**src/rtl/cv32e40p_debug_entry_sched.sv**
```systemverilog
`default_nettype none
// ============================================================================
// Module   : cv32e40p_debug_entry_sched
// Purpose  : Latches and prioritises debug-entry causes, sequences the pipeline
//            flush, CSR-save strobe, debug mode and dret exit.
// Revision : 1.0 - initial release
// ============================================================================

module cv32e40p_debug_entry_sched #(
    parameter int unsigned FLUSH_TIMEOUT = 32,
    parameter int unsigned CAUSE_W       = 3
) (
    input  logic               clk_i,
    input  logic               rst_i,
    input  logic               trigger_match_i,
    input  logic               ebrk_insn_i,
    input  logic               ebrk_force_debug_mode_i,
    input  logic               debug_req_i,
    input  logic               debug_single_step_i,
    input  logic               instr_retired_i,
    input  logic               core_sleep_i,
    input  logic               flush_done_i,
    input  logic               data_err_i,
    input  logic               dret_i,
    output logic               flush_req_o,
    output logic               wakeup_o,
    output logic               csr_save_o,
    output logic [CAUSE_W-1:0] cause_o,
    output logic               debug_mode_o,
    output logic               err_abort_o,
    output logic               flush_timeout_o
);

    typedef enum logic [2:0] {
        ST_IDLE  = 3'd0,
        ST_FLUSH = 3'd1,
        ST_TAKEN = 3'd2,
        ST_DBG   = 3'd3,
        ST_EXIT  = 3'd4
    } state_e;

    localparam int unsigned P_TRIG = 0;
    localparam int unsigned P_EBRK = 1;
    localparam int unsigned P_HALT = 2;
    localparam int unsigned P_STEP = 3;

    localparam logic [CAUSE_W-1:0] CAUSE_EBREAK  = CAUSE_W'(1);
    localparam logic [CAUSE_W-1:0] CAUSE_TRIGGER = CAUSE_W'(2);
    localparam logic [CAUSE_W-1:0] CAUSE_HALTREQ = CAUSE_W'(3);
    localparam logic [CAUSE_W-1:0] CAUSE_STEP    = CAUSE_W'(4);

    localparam logic [7:0] CNT_MAX = 8'(FLUSH_TIMEOUT);

    state_e             state_q;
    logic [3:0]         pend_q;
    logic [3:0]         pend_d;
    logic [7:0]         cnt_q;
    logic [7:0]         cnt_inc;
    logic               req;
    logic [CAUSE_W-1:0] cause_sel;

    logic               flush_req_q;
    logic               csr_save_q;
    logic [CAUSE_W-1:0] cause_q;
    logic               debug_mode_q;
    logic               err_abort_q;
    logic               flush_timeout_q;

    // New causes fold into the pending set before the FSM looks at it, so a
    // cause arriving in the same cycle as flush_done_i still competes.
    always_comb begin
        pend_d = pend_q;
        if (!debug_mode_q) begin
            pend_d = pend_q | {debug_single_step_i & instr_retired_i,
                               debug_req_i,
                               ebrk_insn_i & ebrk_force_debug_mode_i,
                               trigger_match_i};
        end
        req = |pend_d;

        cause_sel = CAUSE_STEP;
        if (pend_d[P_TRIG]) begin
            cause_sel = CAUSE_TRIGGER;
        end else if (pend_d[P_EBRK]) begin
            cause_sel = CAUSE_EBREAK;
        end else if (pend_d[P_HALT]) begin
            cause_sel = CAUSE_HALTREQ;
        end

        cnt_inc = (cnt_q == CNT_MAX) ? cnt_q : cnt_q + 8'd1;
    end

    always_ff @(posedge clk_i) begin
        if (rst_i) begin
            state_q         <= ST_IDLE;
            pend_q          <= '0;
            cnt_q           <= '0;
            flush_req_q     <= 1'b0;
            csr_save_q      <= 1'b0;
            cause_q         <= '0;
            debug_mode_q    <= 1'b0;
            err_abort_q     <= 1'b0;
            flush_timeout_q <= 1'b0;
        end else begin
            pend_q      <= pend_d;
            csr_save_q  <= 1'b0;
            err_abort_q <= 1'b0;
            case (state_q)
                ST_IDLE: begin
                    if (req) begin
                        state_q     <= ST_FLUSH;
                        flush_req_q <= 1'b1;
                        cnt_q       <= '0;
                    end
                end
                ST_FLUSH: begin
                    cnt_q <= cnt_inc;
                    if (cnt_inc == CNT_MAX && !flush_done_i) begin
                        flush_timeout_q <= 1'b1;
                    end
                    // A bus error aborts this attempt; pending causes survive
                    // so the next cycle re-enters FLUSH.
                    if (data_err_i) begin
                        state_q     <= ST_IDLE;
                        flush_req_q <= 1'b0;
                        err_abort_q <= 1'b1;
                    end else if (flush_done_i) begin
                        state_q     <= ST_TAKEN;
                        flush_req_q <= 1'b0;
                        csr_save_q  <= 1'b1;
                        cause_q     <= cause_sel;
                    end
                end
                ST_TAKEN: begin
                    pend_q       <= '0;
                    state_q      <= ST_DBG;
                    debug_mode_q <= 1'b1;
                end
                ST_DBG: begin
                    if (dret_i) begin
                        state_q      <= ST_EXIT;
                        debug_mode_q <= 1'b0;
                    end
                end
                ST_EXIT: begin
                    cnt_q   <= '0;
                    state_q <= ST_IDLE;
                end
                default: begin
                    state_q      <= ST_IDLE;
                    flush_req_q  <= 1'b0;
                    debug_mode_q <= 1'b0;
                end
            endcase
        end
    end

    assign wakeup_o        = core_sleep_i & (pend_q[P_HALT] | debug_req_i) & (state_q != ST_DBG);
    assign flush_req_o     = flush_req_q;
    assign csr_save_o      = csr_save_q;
    assign cause_o         = cause_q;
    assign debug_mode_o    = debug_mode_q;
    assign err_abort_o     = err_abort_q;
    assign flush_timeout_o = flush_timeout_q;

endmodule

`default_nettype wire

```
**config.mk**
```make
export PLATFORM = sky130hd
export DESIGN_NAME = cv32e40p_debug_entry_sched
export DESIGN_NICKNAME = d
export VERILOG_FILES = /design/src/rtl/cv32e40p_debug_entry_sched.sv
export SDC_FILE = /design/constraint.sdc
export NUM_CORES = 1
export LEC_CHECK = 0
export BUFFER_PORTS_ARGS = -buffer_cell sky130_fd_sc_hd__buf_2
export CELL_PAD_IN_SITES_DETAIL_PLACEMENT = 1
export CELL_PAD_IN_SITES_GLOBAL_PLACEMENT = 2
export CORE_MARGIN = 1.5
export CORE_UTILIZATION = 34
export DETAILED_ROUTE_END_ITERATION = 12
export GPL_TIMING_DRIVEN = 1
export PLACE_DENSITY = 0.9
export SYNTH_ARGS = -nofsm -noshare
export SYNTH_HDL_FRONTEND = slang
export SYNTH_SLANG_ARGS = --single-unit
export TNS_END_PERCENT = 30
```
**constraint.sdc**
```tcl
create_clock -name clk_i -period 2.9 [get_ports clk_i]
set_input_delay 0.435 -clock clk_i [delete_from_list [all_inputs] [get_ports clk_i]]
set_output_delay 0.435 -clock clk_i [all_outputs]
set_load 0.01 [all_outputs]
```
==> After elaboration in Yosys (flattened, before gate mapping) <==
Index checks and enable logic that the tools add are counted.
{ "word_totals": {"regBits": 23, "input_bits": 12, "out_inout_bits": 9, "word_cells": 66} }
{ "op_classes": {"add_sub_neg": 1, "n_eq_ne": 10, "muxes": 20, "n_bitwise": 10, "n_reduce_logical": 16} }
{ "op_table": {"columns": ["cell", "count"], "rows": [
  ["case mux 8 bit (3 select lines)", 1],
  ["two-way mux 3 bit", 7],
  ["== test 8 x 6 -> 1 bit (second input constant)", 2],
  ["two-way mux 8 bit", 2],
  ["case mux 3 bit (4 select lines)", 1],
  ["AND reduction 3 bit", 3],
  ["OR reduction 3 bit", 3],
  ["adder 8 x 1 -> 8 bit (second input constant)", 1],
  ["== test 3 x 2 -> 1 bit (second input constant)", 2],
  ["two-way mux 1 bit", 6],
  ["case mux 1 bit (3 select lines)", 2],
  ["AND reduction 2 bit", 3],
  ["AND 1 bit", 4],
  ["two-way mux 4 bit", 1],
  ["inequality test 2 bit (second input constant)", 2],
  ["inverter 1 bit", 4],
  ["OR 4 bit", 1],
  ["OR reduction 2 bit", 2],
  ["OR reduction 4 bit", 1],
  ["== test 3 x 1 -> 1 bit (second input constant)", 1],
  ["== test 3 bit (second input constant)", 1],
  ["logical NOT 3 bit", 1],
  ["inequality test 3 x 2 -> 1 bit (second input constant)", 1],
  ["inequality test 3 bit (second input constant)", 1],
  ["4 further kinds", 4]
]} }

==> Depth between registers and ports, before layout <==
Gate-level depths: netlist (run 1).
{ "depth": {"depth_word": 6, "ltp_mapped": 7, "depth_no_buf": 7} }

==> Worst setup path before layout (run 1) <==
Ideal clock, no wire load.
{ "synth_timing": {"path_type": "input -> register", "startpoint": "input ebrk_insn_i", "endpoint": "register cnt_q[4]", "setup_time_ps": 71, "arrival_time_ps": 1478, "required_ps": 2829, "slack_ps": 1351, "cell_stages": 5, "path_buffers": 0, "path_cell_list": "a21oi_1 > o2111ai_2 > o41ai_4 > and2b_2 > o2bb2ai_1"} }
{ "synth_via": {"elab_chain_cells": 6} }
{ "synth_rtl": {"columns": ["item", "line_no", "rtl"], "rows": [
  ["from (decl)", "16", "input logic ebrk_insn_i,"],
  ["AND 1 bit", "76", "ebrk_insn_i & ebrk_force_debug_mode_i,"],
  ["OR 4 bit", "74", "pend_d = pend_q | {debug_single_step_i & instr_retired_i,"],
  ["two-way mux 4 bit", "73", "if (!debug_mode_q) begin"],
  ["OR reduction 4 bit", "79", "req = |pend_d;"],
  ["inequality test 2 bit (no source line)", null, null],
  ["AND reduction 2 bit (no source line)", null, null],
  ["to (signal assigned)", "117", "cnt_q <= cnt_inc;"],
  ["to (decl)", "57", "logic [7:0] cnt_q;"]
]} }
No other way between the ends.
A chain may end at the register's enable or synchronous reset.

==> Worst setup path in the final report (run 1) <==
{ "layout_timing": {"startpoint": "register state_q[2]", "endpoint": "output wakeup_o"} }
{ "layout_via": {"elab_chain_cells": 2} }
{ "layout_rtl": {"columns": ["item", "line_no", "rtl"], "rows": [
  ["from (decl)", "54", "state_e state_q;"],
  ["from (signal assigned)", "95", "state_q <= ST_IDLE;"],
  ["from (signal assigned)", "111", "state_q <= ST_FLUSH;"],
  ["from (signal assigned)", "124", "state_q <= ST_IDLE;"],
  ["inequality test 3 x 2 -> 1 bit", "158", "assign wakeup_o = core_sleep_i & (pend_q[P_HALT] | debug_req_i) & (state_q != ST_DBG);"],
  ["AND 1 bit", "158", null],
  ["to (decl)", "26", "output logic wakeup_o,"]
]} }
No other way between the ends.

==> flow_metrics.tcl, run 1 <==
set metrics [dict create \
    status "finished, final reports clean" \
    max_freq_mhz 562.6 \
    clockRootBuffer "clkbuf_4" \
    finalMaxSlewViolations 0 \
    hold_viol 0 \
    drive_above_1_share 0.1988 \
    drc 0 \
    detail_route.iter0.violations 52 \
    switching_share 0.2816 \
    slew_headroom 0.7144 \
    diodes 0 \
    clockBufferDepth 2 \
    synth_nets 159 \
    fp-row-count 21 \
    fin_crit_ns 1.778 \
    share_comb_of_total_power 0.161 \
    wire_per_inst_um 13.75 \
    crit_path_end_kind "output pin" \
    post_cts_resized 0 \
    h-tree-depth 1 \
    place_ws_ns 1.083 \
    fp.dieH_um 61.75 \
    postCtsSetupBuffers 0 \
    p_sw_uw 166.0 \
    vias_per_cell 5.256 \
    die-area_um2 3813 \
    pwr-share-seq 0.589 \
    intPower_uw 423.5 \
    grt_pass1_vias 1020 \
    rsz0062_at_grt "no" \
    clkLatencyLatePin_ns 0.31 \
    synthTopCellsByArea "dfxtp_1 (39%), nor2_1 (7.4%), a21oi_1 (5.5%), nor3_1 (3.4%), o21ai_0 (3.0%)" \
    setup_viol 0 \
    synth_top_area_frac 0.3923 \
    core-area_um2 3311 \
    p_leak_nw 0.5253 \
    cts_hold_buf 0 \
    clkPwrFrac 0.251 \
    period_share 0.6130 \
    ys_seq_area_frac 0.3923 \
    syn_area_per_cell_um2 8.094 \
    critPathLaunchType "flip-flop" \
    area_growth_pct 12.90 \
    hold_class "primary input to flip-flop" \
    max_cap_viol_count 0 \
    ioPinCount 21 \
    vias 1088 \
    synthesis.instances 145 \
    routed_wl_um 2847 \
    cts_tree "built" \
    dr.pass1.iters 4 \
    die_w_um 61.75 \
    arrival_ns 1.34 \
    skew_ns 0.001125 \
    globalRouteOverflowTotal 0 \
    criticalPathCategory "flip-flop to output pin" \
    port_buffers 20 \
    synth_area_leader_cell "dfxtp_1" \
    ys_warn_count 0 \
    synth_area_um2 1174 \
    fin_ws_ns 1.122 \
    n_fill_cell 435 \
    fin_nets 176 \
    antenna_found_initial 0 \
    tritoncts.num_buffers 3 \
    ys_types 42 \
    grt_usage 0.1665 \
    dp_hpwl_um 2242 \
    setup_tns_ns 0 \
    yosys_register_bits 23 \
    clk_pin_slew_ns 0.12 \
    grt_pass1_wl_um 4643 \
    ant_nets 0 \
    grt_max_degree 22 \
    worst_slew_pin_slew_ns 0.4252 \
    start_util 0.3545 \
    cts.sinks 23 \
    power_density_nw_per_um2 445.0 \
    cp_max_fo 12 \
    gp_congestion 0.8213 \
    cp_data_required_time_ns 2.47 \
    ir_worst_vdd_uv 275.1 \
]
==> cell type report <==
type                    instances  area, um2  share of cell area
flip-flops and latches         23      460.4              0.3475
inverters                       7      26.28             0.01983
well taps                      46      57.56             0.04344
clock buffers                   4      26.28             0.01983
repair buffers                 20      100.1             0.07554
multi-input cells             107      654.4              0.4939
==> stage by stage <==
stage / total power, mW / std cells / area [um2] / util / hold WS [ns]
finish: 0.5896 / 207 / 1325 / 0.4002 / 0.3853
global route: 0.6291 / 207 / 1325 / 0.4002 / 0.3625
CTS: 0.6022 / 207 / 1325 / 0.4002 / 0.3723
detailed placement: 0.4503 / 203 / 1299 / 0.3923 / 0.4478
global placement: 0.4454 / 203 / 1299 / 0.3923 / 0.4393
floorplan: 0.4172 / 145 / 1174 / - / 0.4516
==> synth_stat cells, drive strengths merged <==
cell type,number
o21a,1
nor3,8
inv,7
nor4,2
nand2,9
a31o,1
and2,1
a31oi,2
o2111ai,1
a41oi,1
and3,2
and4bb,1
a311oi,2
o21ai,7
o21bai,1
ha,2
or2b,1
nand3b,1
a22oi,2
buf,2
clkbuf,6
nor2b,1
o41ai,1
nor3b,1
or2,1
xnor2,3
nand3,5
o211ai,1
o2bb2ai,2
nand2b,1
and2b,1
dfxtp,23
xor2,3
a21oi,13
or3,2
a21o,1
nor2,23
o22ai,1
a2bb2oi,1
a2111oi,1
==> power by group through the flow <==
stage,Combinational (mW),Sequential [mW],Clock [mW]
after global placement,0.0915,0.354,0
after detailed placement,0.0957,0.355,0
final,0.0946,0.347,0.148
after CTS,0.0961,0.347,0.159
after global routing,0.107,0.350,0.172
after floorplan,0.0693,0.348,0
==> sequential cells by signal, indices dropped and copies added, names as in the netlist <==
register         cells
csr_save_o           1
pend_q               4
cause_o              3
err_abort_o          1
state_q              3
flush_timeout_o      1
debug_mode_o         1
flush_req_o          1
cnt_q                8
==> layout by cell type, fill, tap and decap left out, drive strengths merged, types with 2 or more instances in the layout <==
cell type	n
nand2	9
xor2	3
a21oi	13
a311oi	2
nor3	8
dfxtp	23
nor4	2
xnor2	3
a22oi	2
o21ai	7
a31oi	2
o2bb2ai	2
nand3	5
and3	2
ha	2
or3	2
nor2	23
clkbuf	4
inv	7
buf	20
==> kinds of logic (layout without fill, tap and decap cells) <==
group / Yosys count / after routing / share of synthesized area
compound gates: 39 / 39 / 0.2420
xor+xnor: 6 / 6 / 0.04478
fa+ha+maj: 2 / 2 / 0.02132
buf+inv: 15 / 31 / 0.05010
flops: 23 / 23 / 0.3923
simple gates: 60 / 60 / 0.2495
==> routing by layer <==
| layer | part of all wire | up-vias | global-route usage |
|---|---|---|---|
| met2 | 0.50 | 18 | 0.2947 |
| met3 | 0.028 | 2 | 0.04348 |
| met4 | 0.0063 | 0 | 0.05471 |
| met1 | 0.46 | 522 | 0.1949 |
| li1 | - | 546 | - |
| met5 | 0 | - | 0 |
==> final timing paths <==
kind / start / cells after the start / to / slack, ns
min: trigger_match_i / 3 / pend_q[0]$_SDFF_PP0_ / 0.39
min reg2reg: cause_o[1]$_SDFFE_PP0P_ / 2 / cause_o[1]$_SDFFE_PP0P_ / 0.46
max reg2reg: cnt_q[0]$_SDFFE_PP0P_ / 5 / flush_timeout_o$_SDFFE_PP0P_ / 1.23
max: state_q[2]$_SDFFE_PP0P_ / 3 / wakeup_o / 1.12
==> worst max-delay path: stages (launching register included) <==
cell,delay [ns]
dfxtp_1,0.59
inv_1,0.15
a31oi_1,0.14
buf_2,0.15
No activity file was read; power rests on OpenSTA's default activity.
==> inputs of run 2 (changes only) <==
--- a/config.mk
+++ b/config.mk
@@ -9,10 +9,10 @@
 export CELL_PAD_IN_SITES_DETAIL_PLACEMENT = 1
 export CELL_PAD_IN_SITES_GLOBAL_PLACEMENT = 2
 export CORE_MARGIN = 1.5
-export CORE_UTILIZATION = 34
+export CORE_UTILIZATION = 28
 export DETAILED_ROUTE_END_ITERATION = 12
 export GPL_TIMING_DRIVEN = 1
-export PLACE_DENSITY = 0.9
+export PLACE_DENSITY = 0.81
 export SYNTH_ARGS = -nofsm -noshare
 export SYNTH_HDL_FRONTEND = slang
 export SYNTH_SLANG_ARGS = --single-unit
==> constraint.sdc (replaced) <==
create_clock -name clk_i -period 1.4 [get_ports clk_i]
set_input_delay 0.21 -clock clk_i [delete_from_list [all_inputs] [get_ports clk_i]]
set_output_delay 0.21 -clock clk_i [all_outputs]
set_load 0.01 [all_outputs]
==> run 2 against run 1 <==
  * The run now ends with setup timing left
  * Sequential share of layout area shrank 6.4 points
  * Largest power group unchanged
  * Clock skew grew 0.0040 ns
  * Final cell count up 15%
==> flow_metrics.tcl, run 2 (same netlist as run 1, synthesis figures left out) <==
set metrics [dict create \
    placed_area_um2 1510 \
    area_growth_pct 43.71 \
    routed_wl_um 3658 \
    rsz0062_at_grt "yes" \
    cp_data_required_time_ns 1.59 \
    ioPinCount 21 \
    finalMaxSlewViolations 0 \
    fp.dieH_um 67.74 \
    dr.pass1.iters 4 \
    critPathLaunchType "flip-flop" \
    setup_tns_ns -0.5274 \
    mostFrequentLayoutCells "buf_4 (27), nor2_1 (21), buf_2 (20)" \
    max_freq_mhz 630.9 \
    n_fill_cell 509 \
    detail_route.iter0.violations 35 \
    fin_crit_ns 1.585 \
    vias_per_cell 5.075 \
    start_util 0.2913 \
    place_ws_ns -0.2207 \
    grt_usage 0.1751 \
    cp_max_fo 4 \
    fin_ws_ns -0.1851 \
    cts_hold_buf 0 \
    ant_nets 0 \
    crit_path_end_kind "flip-flop" \
    antenna_found_initial 0 \
    cts_tree "built" \
    max_cap_viol_count 0 \
    power_density_nw_per_um2 858.8 \
    postLayoutCellArea_um2 1687 \
    die_w_um 67.74 \
    gp_congestion 0.7861 \
    grt_max_degree 14 \
    status "complete, but fails checks" \
    period_share 1.132 \
    drc 0 \
    violations "setup timing" \
    setup_viol 9 \
    skew_ns 0.005091 \
    hold_class "primary input to flip-flop" \
    total_power_mw 1.449 \
    regArea_um2 478.0 \
    cts.sinks 23 \
    criticalPathCategory "flip-flop to flip-flop" \
    largest_register "cnt_q" \
    multi_input_area_um2 759.5 \
    hold_viol 0 \
    final_util 0.4186 \
    clk_pin_slew_ns 0.09 \
    port_buffers 20 \
    p_leak_nw 0.6984 \
    dp_hpwl_um 2878 \
    grt_pass1_vias 1320 \
    die-area_um2 4589 \
    largest_register_ffs 8 \
    fin_nets 204 \
    diodes 0 \
    vias 1213 \
    h-tree-depth 1 \
    slew_headroom 0.7320 \
    clockBufferDepth 2 \
    tritoncts.num_buffers 3 \
    clkLatencyLatePin_ns 0.26 \
    core-area_um2 4029 \
    ir_worst_vdd_uv 348.1 \
    worst_slew_pin_slew_ns 0.3989 \
    layout_commonest_cell "buf_4" \
    reg.largest.list "cnt_q x8, pend_q x4" \
    fp-row-count 23 \
    clockRootBuffer "clkbuf_8" \
    globalRouteOverflowTotal 0 \
    drive_above_1_share 0.4497 \
    wire_per_inst_um 15.31 \
    grt_pass1_wl_um 6037 \
    arrival_ns 1.78 \
]
[run 2: cell types whose count changed in the layout (fill, tap and decap cells not counted), moves of 3 or more]
cell	before	now
buf_4	0	27
clkbuf_4	3	0
clkbuf_8	0	3
dfxtp_1	23	17
dfxtp_4	0	4
nor3_1	8	4
nor3_2	0	3
[run 2: worst max-delay path: stages, from the launching register on]
cell and delay (ns):
dfxtp_4 0.37, inv_2 0.06, ha_4 0.12, and4bb_2 0.24, nand2_1 0.11, a2111oi_2 0.32
a41oi_1 0.15, nor3_1 0.14
[run 2: path summary, 6_finish.rpt]
kind                            slack, ns                           end                    start  cells after the start
worst max-delay path                -0.19  flush_timeout_o$_SDFFE_PP0P_    cnt_q[1]$_SDFFE_PP0P_                      7
worst min register to register       0.46       cause_o[1]$_SDFFE_PP0P_  cause_o[1]$_SDFFE_PP0P_                      2
worst max register to register      -0.19  flush_timeout_o$_SDFFE_PP0P_    cnt_q[1]$_SDFFE_PP0P_                      7
worst min-delay path                 0.22        err_abort_o$_SDFF_PP0_               data_err_i                      2
[run 2: metrics by stage]
step	cells	hold WS [ns]
2_1_floorplan	145	0.3605
4_1_cts	239	0.2200
5_1_grt	239	0.2223
3_5_place_dp	232	0.4578
3_3_place_gp	232	0.4428
6_report	239	0.2193
[run 2: area by class of cell]
cell class              count  area share
flip-flops and latches     23      0.2834
clock inverters             1    0.002967
repair buffers             48      0.1862
clock buffers               3     0.02448
multi-input cells         107      0.4503
inverters                   7     0.01558
well taps                  50     0.03709
[run 2: power breakdown]
part | total, mW | leakage [nW] | internal [mW] | switching (mW)
registers | 0.710 | 0.191 | 0.683 | 0.0261
logic | 0.322 | 0.482 | 0.153 | 0.169
clock network | 0.417 | 0.0255 | 0.199 | 0.218
[run 2: per-layer routing]
| metal | GRT usage | share of wire |
|---|---|---|
| met3 | 0.02167 | 0.030 |
| met1 | 0.1837 | 0.40 |
| met5 | 0 | 0 |
| met2 | 0.3603 | 0.56 |
| met4 | 0.03827 | 0.0090 |
[run 2: repair_timing]
| item | CTS | global route |
|---|---|---|
| gates resized for setup | 21 | 9 |
| pin swaps | 4 | 2 |
| setup endpoints to repair | 13 | 13 |
| setup buffers | 3 | 0 |
